==> src/rtl/ctrl_pipe.sv <==
// ctrl_pipe: control-bundle pipeline with per-stage valid, stall/flush, bubble counter and stall-ordering flag
module ctrl_pipe #(
  parameter int STAGES = 3,
  parameter int WIDTH = 14,
  parameter int ZERO_INVALID = 1,
  parameter int CNT_W = 16
) (
  input  logic                      clk,
  input  logic                      rst,
  input  logic [WIDTH-1:0]          in_data,
  input  logic                      in_valid,
  input  logic                      stall_in,
  input  logic [STAGES-1:0]         stall,
  input  logic [STAGES-1:0]         flush,
  input  logic                      flush_all,
  input  logic                      clr_cnt,
  output logic [STAGES*WIDTH-1:0]   out_data,
  output logic [STAGES-1:0]         out_valid,
  output logic [CNT_W-1:0]          bubble_cnt,
  output logic                      order_err
);
  logic [STAGES*WIDTH-1:0] dataNext, srcData;
  logic [STAGES-1:0] validNext, srcValid, upStall;
  logic bubble, orderSet;
  assign bubble = stall_in & ~stall[0] & ~flush[0] & ~flush_all;
  assign orderSet = ((|(~stall & (stall >> 1) & ~flush)) & ~flush_all) | (~stall_in & stall[0] & in_valid);
  // Per-stage next state: flush beats stall, stall holds, stalled upstream injects a bubble, else shift
  always_comb begin
    srcData = out_data << WIDTH;
    srcData[WIDTH-1:0] = in_data;
    srcValid = out_valid << 1;
    srcValid[0] = in_valid;
    upStall = stall << 1;
    upStall[0] = stall_in;
    dataNext = out_data;
    validNext = out_valid;
    for (int i = 0; i < STAGES; i++) begin
      if (flush_all || flush[i]) begin
        dataNext[i*WIDTH +: WIDTH] = '0;
        validNext[i] = 1'b0;
      end else if (!stall[i]) begin
        validNext[i] = upStall[i] ? 1'b0 : srcValid[i];
        dataNext[i*WIDTH +: WIDTH] = (upStall[i] || (ZERO_INVALID != 0 && !srcValid[i])) ? '0 : srcData[i*WIDTH +: WIDTH];
      end
    end
  end
  // Stage registers
  always_ff @(posedge clk or posedge rst)
    if (rst) begin
      out_data <= '0;
      out_valid <= '0;
    end else begin
      out_data <= dataNext;
      out_valid <= validNext;
    end
  // Saturating bubble counter and sticky ordering flag; clear wins over set/increment
  always_ff @(posedge clk or posedge rst)
    if (rst) begin
      bubble_cnt <= '0;
      order_err <= 1'b0;
    end else if (clr_cnt) begin
      bubble_cnt <= '0;
      order_err <= 1'b0;
    end else begin
      if (bubble && !(&bubble_cnt)) bubble_cnt <= bubble_cnt + CNT_W'(1);
      if (orderSet) order_err <= 1'b1;
    end
endmodule

==> config.mk <==
export PLATFORM = sky130hd
export DESIGN_NAME = ctrl_pipe
export DESIGN_NICKNAME = d
export VERILOG_FILES = /design/src/rtl/ctrl_pipe.sv
export SDC_FILE = /design/constraint.sdc
export NUM_CORES = 1
export LEC_CHECK = 0
export BUFFER_PORTS_ARGS = -buffer_cell sky130_fd_sc_hd__clkbuf_2
export CAP_MARGIN = 40
export CORE_ASPECT_RATIO = 0.7
export CORE_MARGIN = 10
export CORE_UTILIZATION = 45
export CTS_CLUSTER_DIAMETER = 200
export DETAILED_ROUTE_END_ITERATION = 8
export PLACE_DENSITY_LB_ADDON = 0.2
export SETUP_SLACK_MARGIN = 0.02
export SLEW_MARGIN = 40
export SYNTH_ARGS = -nofsm -noshare
export SYNTH_HDL_FRONTEND = slang
export SYNTH_SLANG_ARGS = --single-unit
export TNS_END_PERCENT = 1
==> constraint.sdc <==
create_clock -name clk -period 1.95 [get_ports clk]
set_clock_uncertainty 0.15 [all_clocks]
set_input_delay 0.39 -clock clk [delete_from_list [all_inputs] [get_ports clk]]
set_output_delay 0.39 -clock clk [all_outputs]
set_load 0.05 [all_outputs]
Word level (Yosys, flattened, before mapping)
Index checks and enable logic that the tools add are counted.
Storage, ports and cells
  output and inout bits: 62
  word-level logic and storage cells: 64
  input port bits: 26
  register bits: 62
Operators by class
  multiplexer cells: 22
  reductions and logical operators: 15
  bitwise gates (word level): 15
  equal/unequal tests: 3
  $add $sub $neg: 1
Operator list (number)
  two-way mux 14 bit: 9
  two-way mux 16 bit: 2
  adder 16 x 1 -> 16 bit (second input constant): 1
  AND reduction 16 bit: 1
  two-way mux 1 bit: 11
  AND 1 bit: 6
  logical OR 1 bit: 6
  != test 2 x 1 -> 1 bit (second input constant): 3
  NOT 3 bit: 2
  zero test 1 bit: 4
  NOT 1 bit: 4
  nonzero test 2 bit: 2
  AND 3 x 2 -> 3 bit: 1
  AND 3 bit: 1
  OR reduction 3 bit: 1
  logical AND 1 bit: 1
  bitwise OR 1 bit: 1

Logic depth before layout (Yosys ltp)
Gate-level depths: netlist (run 1).
  word-level depth: 8
  mapped depth: 6
  depth with buffers taken out: 5

Worst setup path before layout (run 1)
OpenSTA, ideal clock, no wires.
  kind: register to register
  start: register bubble_cnt[8]
  end: register bubble_cnt[0]
  arrival time: 1.960 ns
  data required time: 1.675 ns
  path slack: -0.285 ns
  clock period less this slack: 2.235 ns
  stages on the path, launching flop included: 5
  library setup time: 0.125 ns
  path buffers: 0
  path through: dfrtp_1 -> nand4_1 -> nor4_1 -> and2b_2 -> mux2_2
Between the ends
  longest elaborated chain between the ends: 4
RTL lines
  start: declaration: line 19  | output logic [CNT_W-1:0] bubble_cnt,
  start signal: assignment: line 65  | if (bubble && !(&bubble_cnt)) bubble_cnt <= bubble_cnt + CNT_W'(1);
  AND reduction 16 bit: line 65
  zero test 1 bit: line 65
  logical AND 1 bit: line 65
  nonzero test 2 bit (no source line)
No other way between the ends.
A chain may end at the register's enable or synchronous reset.

Final worst setup path (run 1)
  start: register bubble_cnt[8]
  end: register bubble_cnt[11]
Between the ends
  longest elaborated chain between the ends: 4
  elaborated cells on any way between the ends: 7
  those cells by class: add/sub: 1; mux: 2; reduce/logical: 4
RTL lines
  branches (longest 4 deep; another with adder 16 x 1 -> 16 bit)
Several ways; the timed one is not identified. The select of a mux whose other input is x is not followed.

==> summary.txt, run 1 <==
status - completed
CTS tree - done
drt drc - 0
WHS - 0.114 ns
Worst R2R Setup Slack - 0.09 ns
Synth top area share - 59.4%
max-slew violation count - 0
maximum VDD drop - 427 uV
syn_area_per_cell - 12.2 um^2
Die Wd - 111 um
final setup vio count - 0
First-pass DRT Iterations - 4
top cell type by total area after synthesis - dfrtp_1
total global routing overflow - 0
Total Wirelength - 7460 um
worst hold path class - in -> reg
Final Hold Vio Count - 0
Initial DRC Count - 139
Worst Setup End Kind - register
synthesized instance count - 214
CP required - 2.06 ns
count of cell types in the netlist - 35
Post-DRT Antenna Nets - 0
Hold Path Stages - 2
final setup margin - 0.0889 ns
Nets - 364
fraction of layout cells with a size suffix above 1 - 45.6%
post-detail-place hpwl - 5670 um
vias post-DR - 2333
synth top area cells - dfrtp_1, a22o_1, a21oi_1
Die Span Y - 83.8 um
Die Footprint - 0.00931 mm^2
cell area after synthesis - 0.00261 mm^2
Crit Reg-Reg Startpoint - bubble_cnt[8]
worst r2r path cells - 6
initial antenna violation count - 0
global-route wire length before repair - 12400 um
Clock Sink Count - 62
Synth warnings - 0
P&R area growth vs syn - 40.4%
Hold Crit Start - in_data[13]
Worst EP arrival - 1.98 ns
placer congestion estimate - 0.846
CTS HTree Levels - 3
Avg WL per Cell - 17.9 um
Final min period - 1.86 ns
Peak Freq - 537 MHz
# diodes - 0
post-synthesis sequential area ratio - 59.4%
Pleak - 1.88 nW
RSZ-0062 raised after global routing - yes
Initial Utilization - 46.1%
CORE AREA - 0.00567 mm^2
# port buffers - 87
CTS buffer count - 9
max cap viols - 0
FP Rows - 23
CTS Buffer Depth - 2
pin count of the biggest net entering global routing - 32
IO Count - 88
Max transition margin - 56.4%
Root Buffer Master - clkbuf_8
Reg-to-Reg End - bubble_cnt[11]
vias in the first global route - 2441
Clock Latency Late Sink - 0.34 ns
DP Worst Slack - -0.0620 ns
Worst-Margin Slew - 0.653 ns
total track usage - 16.3%
Yosys reg bits - 62
Pwr Density - 746 mW/mm^2
setup tns final - 0 ns
Crit Path Class - reg -> reg
Post-Syn Nets - 241
vias per inst - 5.59
Critical Path Start Type - register
period utilization - 95.4%
Reg clk slew, reported paths - 0.08 ns
CP max FO - 9
WHS Endpoint - out_data[13]
[kinds of logic after synthesis]
| logic type | after synthesis | share of synthesized area, % |
|---|---|---|
| fa+ha+maj | 1 | 0.479 |
| flops | 62 | 59.4 |
| mux | 3 | 1.24 |
| compound gates | 75 | 22.0 |
| buf+inv | 15 | 2.44 |
| simple gates | 58 | 14.5 |
[per-layer routing]
metal  share of wire, %  track usage [%]
met1                 46             20.3
met2                 45             25.3
met3                7.8             6.47
met4                1.3             5.59
met5                  0                0
[state kept, by name, summed over array words and instances, names as in the netlist]
| signal | cells |
|---|---|
| bubble_cnt | 16 |
| out_valid | 3 |
| order_err | 1 |
| out_data | 42 |
[worst max-delay path: stages (launching register included)]
cell     delay (ns)
dfrtp_2        0.41
nand4_1        0.17
buf_4          0.18
nor3_1         0.06
buf_4          0.16
or4_1          0.51
a21oi_1        0.16
[layout by cell type (no fill, tap or decap), types with 3 or more instances in the layout]
cell type	Yosys	routed
clkbuf_2	0	87
dfrtp_1	62	60
a22o_1	42	42
buf_4	0	35
a21oi_1	15	15
nand2_1	10	9
o31ai_1	9	9
clkbuf_8	0	9
or4_1	7	7
or3_1	5	5
nand4_1	4	4
nand3_1	4	4
o21ai_0	4	4
nor3_1	3	3
and3_1	3	3
a21o_1	3	3
inv_6	0	3
[power by group]
| group | total [mW] | leakage, nW | switching, mW | internal (mW) |
|---|---|---|---|---|
| clock | 1.29 | 0.115 | 0.551 | 0.737 |
| combinational | 0.152 | 0.908 | 0.0989 | 0.0532 |
| sequential | 1.30 | 0.861 | 0.00504 | 1.29 |
| total | 2.74 | 1.88 | 0.655 | 2.08 |
[cells in the mapped netlist]
master and count:
dfrtp_1 62, a22o_1 42, a21oi_1 15, clkbuf_1 12
nand2_1 10, o31ai_1 9, or4_1 7, or3_1 5
nand3_1 4, nand4_1 4, nor4_1 4, o21ai_0 4
a21o_1 3, and3_1 3, nor3_1 3, nor3b_1 3
inv_1 2, mux2_2 2, nand2b_1 2, nor2_1 2
nor2b_1 2, a31oi_1 1, and2_0 1, and2_1 1
and2b_2 1, and3b_1 1, and4_1 1, buf_6 1
ha_1 1, mux2i_1 1, nand4_4 1, nor4b_1 1
nor4b_4 1, o2111ai_2 1, or2_2 1
[worst max path at each step]
stage	start	end	slack [ns]
6_report	bubble_cnt[8]	bubble_cnt[11]	0.09
5_1_grt	bubble_cnt[8]	bubble_cnt[15]	0.01
4_1_cts	bubble_cnt[3]	bubble_cnt[14]	0.06
3_5_place_dp	flush_all	bubble_cnt[14]	-0.06
3_3_place_gp	flush_all	bubble_cnt[14]	-0.05
2_1_floorplan	bubble_cnt[11]	bubble_cnt[0]	-0.27
[stage by stage]
| step | utilization [%] | power (mW) | instances | area [um^2] |
|---|---|---|---|---|
| floorplan | - | 1.40 | 214 | 2620 |
| global placement | 60.1 | 1.47 | 400 | 3410 |
| detailed placement | 60.3 | 1.47 | 400 | 3420 |
| CTS | 64.4 | 2.77 | 417 | 3650 |
| global route | 64.7 | 2.85 | 417 | 3670 |
| finish | 64.7 | 2.74 | 417 | 3670 |
[cell type report]
class	count	area (um^2)
Fill cell	483	2000
Clock inverter	7	104
Timing Repair Buffer	125	748
Inverter	2	11.3
Tap cell	75	93.8
Multi-Input combinational cell	137	1030
Sequential cell	62	1550
Clock buffer	9	124
[what timing repair did]
action,CTS,global route
hold buffers,1,0
setup buffers,0,0
hold endpoints to repair,18,0
resized for setup,0,4
endpoints found under the setup margin,0,5
(Power assumes the default switching activity.)
==> inputs of run 2 (changes only) <==
CORE_UTILIZATION = 40   (was 45)
==> summary.txt, run 2 (synthesized netlist as in run 1, its figures left out) <==
Slowest Stage Delay on Critical Path - 0.42 ns (-0.09 ns)
Critical Path Start Type - register
final core utilization - 57.4% (-7.3 points)
highest-count cells in the layout ignoring fill and taps - clkbuf_2, dfrtp_1, a22o_1, buf_4, a21oi_1
uppermost layer routed - met4
fraction of layout cells with a size suffix above 1 - 43.9% (-1.7 points)
drt drc - 0 (unchanged)
post-detail-place hpwl - 5500 um (-3.0%)
Worst Setup End Kind - register
Final Hold Vio Count - 0 (unchanged)
WHS - 0.115 ns (+0.00117 ns)
Pwr Total - 2.66 mW (-2.7%)
Die Footprint - 0.0102 mm^2 (+9.8%)
CTS HTree Levels - 3 (unchanged)
vias post-DR - 2238 (-4.1%)
period utilization - 94.2% (-1.3 points)
# diodes - 0 (unchanged)
status - completed
critical-path cell list - nand4_1 > nor4_2 > and2b_2 > mux2_2
Root Buffer Master - clkbuf_8
max cap viols - 0 (unchanged)
Largest regs - out_data (42), bubble_cnt (16), out_valid (3)
FP Rows - 24 (+4.3%)
WL met3 - 563 um (-3.1%)
pin count of the biggest net entering global routing - 35 (+9.4%)
P&R area growth vs syn - 37.8%
commonest non-fill, non-tap cell in the layout - clkbuf_2
maximum VDD drop - 396 uV (-7.2%)
Post-Layout Cell Count - 415 (-0.48%)
final setup vio count - 0 (unchanged)
fin area - 0.00360 mm^2 (-1.8%)
CP required - 2.02 ns (-0.04 ns)
Worst-Margin Slew - 0.690 ns (+0.0362 ns)
Avg WL per Cell - 17.4 um (-2.5%)
cell area after placement - 0.00337 mm^2 (-1.4%)
CTS tree - done
met2 WL - 3170 um (-4.8%)
Die Wd - 117 um (+5.0%)
Pwr Density - 739 mW/mm^2 (-0.84%)
total track usage - 14.6% (-1.7 points)
Crit Path Class - reg -> reg
vias in the first global route - 2311 (-5.3%)
slowest CP cell - dfrtp_1
Pleak - 1.84 nW (-2.1%)
Placed Instances - 398 (-0.50%)
Clock Sink Count - 62 (unchanged)
max-slew violation count - 0 (unchanged)
IO Count - 88 (unchanged)
CP max FO - 5 (-4)
Clock Latency Late Sink - 0.34 ns (about the same)
worst hold path class - in -> reg
global-route wire length before repair - 11800 um (-5.5%)
initial antenna violation count - 0 (unchanged)
max FFs per register - 42 (unchanged)
FILL cells - 549 (+14%)
Reg clk slew, reported paths - 0.07 ns (about the same)
Post-CTS Setup Bufs - 0 (unchanged)
Worst EP arrival - 1.91 ns (-0.07 ns)
# port buffers - 87 (unchanged)
Final min period - 1.84 ns (-0.0246 ns)
Initial Utilization - 41.6% (-4.5 points)
Initial DRC Count - 114 (-18%)
Total Wirelength - 7240 um (-2.9%)
CTS buffer count - 9 (unchanged)
First-pass DRT Iterations - 4 (unchanged)
met1 WL - 3410 um (-0.99%)
placer congestion estimate - 0.800 (-5.3%)
Die Span Y - 87.6 um (+4.6%)
RSZ-0062 raised after global routing - yes
Max transition margin - 54.0% (-2.4 points)
Peak Freq - 545 MHz (+1.3%)
CTS Buffer Depth - 2 (unchanged)
Biggest register - out_data
Nets - 359 (-1.4%)
CORE AREA - 0.00628 mm^2 (+11%)
vias per inst - 5.39 (-3.6%)
Post-DRT Antenna Nets - 0 (unchanged)
total global routing overflow - 0 (unchanged)
==> run 2: final timing paths <==
kind,from,end,depth (start not counted),slack [ns]
min,in_data[11],out_data[11],2,0.12
min reg2reg,out_valid[2],out_valid[2],1,0.34
max,bubble_cnt[14],bubble_cnt[0],4,0.11
min in group asynchronous,rst,out_data[21],3,0.47
max reg2reg,bubble_cnt[14],bubble_cnt[0],4,0.11
max in group asynchronous,rst,out_data[23],4,0.66
==> run 2: worst max-delay path: cells and delay by family (launching register included) <==
kind	cells	cell delay (ns)
flops	1	0.42
mux	1	0.26
simple gates	3	0.90
==> run 2: power breakdown <==
| part | leakage, nW | internal [mW] | switching (mW) |
|---|---|---|---|
| registers | 0.863 | 1.29 | 0.00571 |
| logic | 0.875 | 0.0514 | 0.0971 |
| clock network | 0.106 | 0.717 | 0.500 |
| total | 1.84 | 2.06 | 0.602 |
==> run 2: layout make-up <==
cell class,count,area (um^2),area share [%]
Sequential cell,62,1550,43.1
Multi-Input combinational cell,137,1030,28.6
Timing Repair Buffer,120,698,19.4
Clock buffer,10,128,3.54
Tap cell,78,97.6,2.71
Clock inverter,6,86.3,2.40
Inverter,2,11.3,0.313
==> run 2: what timing repair did <==
item / CTS / global route
hold buffers: 1 / 0
endpoints found under the setup margin: 0 / 6
gates resized for setup: 0 / 2
endpoints found under the hold margin: 19 / 0
==> run 2: routing by layer <==
metal | vias up | track usage (%)
met5 | - | 0
met4 | 0 | 5.37
met3 | 10 | 6.01
met2 | 69 | 21.2
met1 | 1085 | 19.2
li1 | 1074 | -
==> run 2: through the flow <==
stage               TNS (ns)  setup WS (ns)
finish                     0          0.114
global route               0         0.0152
CTS                        0         0.0476
detailed placement    -0.524         -0.106
global placement      -0.760        -0.0818
floorplan              -1.40         -0.266
==> inputs of run 3 (changes only) <==
ABC_AREA = 1   (was not set)
==> summary.txt, run 3 <==
post-detail-place hpwl - 6520 um (+19%)
placer congestion estimate - 0.895 (+12%)
# diodes - 0 (unchanged)
final setup margin - 0.139 ns (+0.0251 ns)
status - completed
max cap viols - 0 (unchanged)
vias post-DR - 2620 (+17%)
pin count of the biggest net entering global routing - 63 (+80%)
Post-synth top flop - dfrtp_1
slowest CP cell - dfrtp_1
syn_area_per_cell - 8.56 um^2 (-30%)
Post-synth EDFFs - 0 (unchanged)
initial antenna violation count - 0 (unchanged)
Synth top cells by count - nand2_1, dfrtp_1, inv_1, nand3_1, o22ai_1
top cell type by total area after synthesis - dfrtp_1
final setup vio count - 0 (unchanged)
Pwr Density - 687 mW/mm^2 (-7.1%)
Root Buffer Master - clkbuf_8
fin area - 0.00373 mm^2 (+3.5%)
commonest non-fill, non-tap cell in the layout - clkbuf_2
synthesized instance count - 324 (+51%)
P&R area growth vs syn - 34.5%
post-synthesis sequential area ratio - 55.9% (-3.4 points)
Clock Sink Count - 62 (unchanged)
Post-Syn Nets - 351 (+46%)
worst hold path class - in -> reg
Largest regs - out_data (42), bubble_cnt (16), out_valid (3)
highest-count cells in the layout ignoring fill and taps - clkbuf_2, nand2_1, dfrtp_1, inv_1, nand3_1
Total Wirelength - 8530 um (+18%)
FP Rows - 25 (+4.2%)
Reg-to-Reg End - bubble_cnt[4]
max-slew violation count - 0 (unchanged)
Int Pwr - 1.96 mW (-5.1%)
Crit Reg-Reg Startpoint - bubble_cnt[0]
Worst-Margin Slew - 0.476 ns (-0.214 ns)
drt drc - 0 (unchanged)
Clock Latency Late Sink - 0.34 ns (about the same)
DP Worst Slack - 0.0171 ns (+0.123 ns)
vias per inst - 4.87 (-9.7%)
WHS Endpoint - out_data[0]
worst r2r path cells - 10 (+6)
NetSw - 0.604 mW (+0.31%)
CORE AREA - 0.00676 mm^2 (+7.7%)
fraction of layout cells with a size suffix above 1 - 31.3% (-13 points)
Pwr Total - 2.56 mW (-3.8%)
CTS Buffer Depth - 2 (unchanged)
Clock Power Share - 42.8% (-2.9 points)
Nets - 467 (+30%)
CP max FO - 4 (-1)
Die Wd - 120 um (+2.5%)
Max transition margin - 68.2% (+14 points)
Crit Path Class - reg -> reg
cell area after placement - 0.00350 mm^2 (+3.8%)
Avg WL per Cell - 15.9 um (-9.1%)
critical-path cell list - ha_1 > nand2_2 > nor2_4 > nand2_2 > nor2_2 > buf_4 > o21ai_4 > buf_4 > nand2_1 > nand2_1
vias in the first global route - 2515 (+8.8%)
synth top area cells - dfrtp_1, nand2_1, inv_1
count of cell types in the netlist - 22 (-37%)
CP required - 2.03 ns (about the same)
fraction of registers with async set/reset - 100% (unchanged)
CTS tree - done
Die Span Y - 89.7 um (+2.3%)
Worst Setup End Kind - register
Slowest Stage Delay on Critical Path - 0.36 ns (-0.06 ns)
Yosys reg bits - 62 (unchanged)
Critical Path Start Type - register
Synth warnings - 0 (unchanged)
maximum VDD drop - 426 uV (+7.5%)
First-pass DRT Iterations - 4 (unchanged)
Final min period - 1.81 ns (-0.0251 ns)
Initial Utilization - 41.1% (-0.59 points)
met2 global-route usage - 23.4% (+2.2 points)
Initial DRC Count - 176 (+54%)
CTS HTree Levels - 3 (unchanged)
Sw Share - 23.6% (+0.98 points)
count leader, synth - nand2_1
Pleak - 1.97 nW (+6.7%)
total global routing overflow - 0 (unchanged)
cell area after synthesis - 0.00277 mm^2 (+6.1%)
Peak Freq - 552 MHz (+1.4%)
max FFs per register - 42 (unchanged)
global-route wire length before repair - 13400 um (+14%)
Hold Path Stages - 3 (+1)
M1 GR Usage - 21.7% (+2.5 points)
period utilization - 92.9% (-1.3 points)
Final Hold Vio Count - 0 (unchanged)
Reg power frac - 50.6% (+1.9 points)
CP bufs+invs - 2 (+2)
Biggest register - out_data
Synth top area share - 55.9% (-3.4 points)
IO Count - 88 (unchanged)
CTS buffer count - 9 (unchanged)
Post-DRT Antenna Nets - 0 (unchanged)
grt peak-use layer - met2
Die Footprint - 0.0107 mm^2 (+4.9%)
met3 Use GR - 5.06% (-0.95 points)
Hold Crit Start - in_data[0]
# port buffers - 87 (unchanged)
Worst R2R Setup Slack - 0.14 ns (+0.03 ns)
Reg clk slew, reported paths - 0.07 ns (about the same)
total track usage - 15.9% (+1.3 points)
Comb pwr share - 6.6% (+1.0 points)
crit-path leading delay family - simple AND/OR/NAND/NOR gates
Worst EP arrival - 1.89 ns (-0.02 ns)
==> run 3: cell types whose count changed in the layout (fill, tap and decap cells not counted), sizes merged, moves of 7 or more <==
cell	delta
inv	+57
nand2	+57
a22o	-42
nand3	+28
o22ai	+28
nor2	+21
a21oi	-15
o21ai	+14
nand4	+9
o31ai	-9
or4	-7
==> run 3: per-layer routing <==
layer  vias up  wire length (um)
met2        89              3790
met5         -                 0
met3        12               717
met4         0               129
met1      1223              3890
li1       1296                 -
==> run 3: worst max-delay path by stage <==
stage / from / end / slack, ns / depth (start not counted)
2_1_floorplan: bubble_cnt[1] / bubble_cnt[7] / -0.06 / 10
3_3_place_gp: bubble_cnt[0] / bubble_cnt[2] / -0.1 / 8
3_5_place_dp: bubble_cnt[0] / bubble_cnt[1] / 0.02 / 10
4_1_cts: bubble_cnt[0] / bubble_cnt[12] / 0.05 / 10
5_1_grt: bubble_cnt[0] / bubble_cnt[8] / -0.009 / 10
6_report: bubble_cnt[0] / bubble_cnt[4] / 0.14 / 10
==> run 3: stage by stage <==
step	TNS [ns]	instances	utilization (%)	hold WS [ns]
after global routing	-0.00930	538	55.2	0.123
after detailed placement	0	521	51.8	0.348
after floorplan	-0.708	324	-	0.303
after CTS	0	537	54.8	0.115
after global placement	-1.05	521	51.7	0.343
final	0	538	55.2	0.122
==> run 3: repair_timing <==
action                     in CTS  in global routing
setup buffers                   0                  1
setup endpoints to repair      10                 16
hold endpoints to repair       51                  0
gates resized for setup         1                  5
hold buffers                    1                  0
pin swaps                       0                  1
==> run 3: cell families after synthesis <==
group / Yosys count / share of synthesized area, %
and+or+nand+nor: 137 / 21.9
buffers and inverters: 70 / 9.79
DFF: 62 / 55.9
AOI/OAI and AO/OA: 50 / 10.7
xor gates and xnor gates: 4 / 1.26
adders and majority gates: 1 / 0.451
==> run 3: final cells by class <==
| cell class | count | area (um^2) |
|---|---|---|
| Clock buffer | 11 | 141 |
| Clock inverter | 4 | 47.5 |
| Fill cell | 672 | 3030 |
| Inverter | 59 | 230 |
| Multi-Input combinational cell | 192 | 973 |
| Sequential cell | 62 | 1550 |
| Tap cell | 94 | 118 |
| Timing Repair Buffer | 116 | 668 |
==> run 3: power by group through the flow <==
stage	combinational [mW]	sequential [mW]	clock, mW
2_1_floorplan	0.0704	1.34	0
3_3_place_gp	0.165	1.32	0
3_5_place_dp	0.164	1.32	0
4_1_cts	0.167	1.30	1.12
5_1_grt	0.186	1.30	1.17
6_report	0.168	1.30	1.10
==> run 3: worst register-to-register path, delay by kind of cell, from the launching register on <==
kind                     cells  cell delay (ns)
buffers and inverters        2             0.30
adder cells (fa/ha/maj)      1             0.20
AND/OR/NAND/NOR              6             0.61
flip-flops                   1             0.36
AO/OA/AOI/OAI                1             0.09
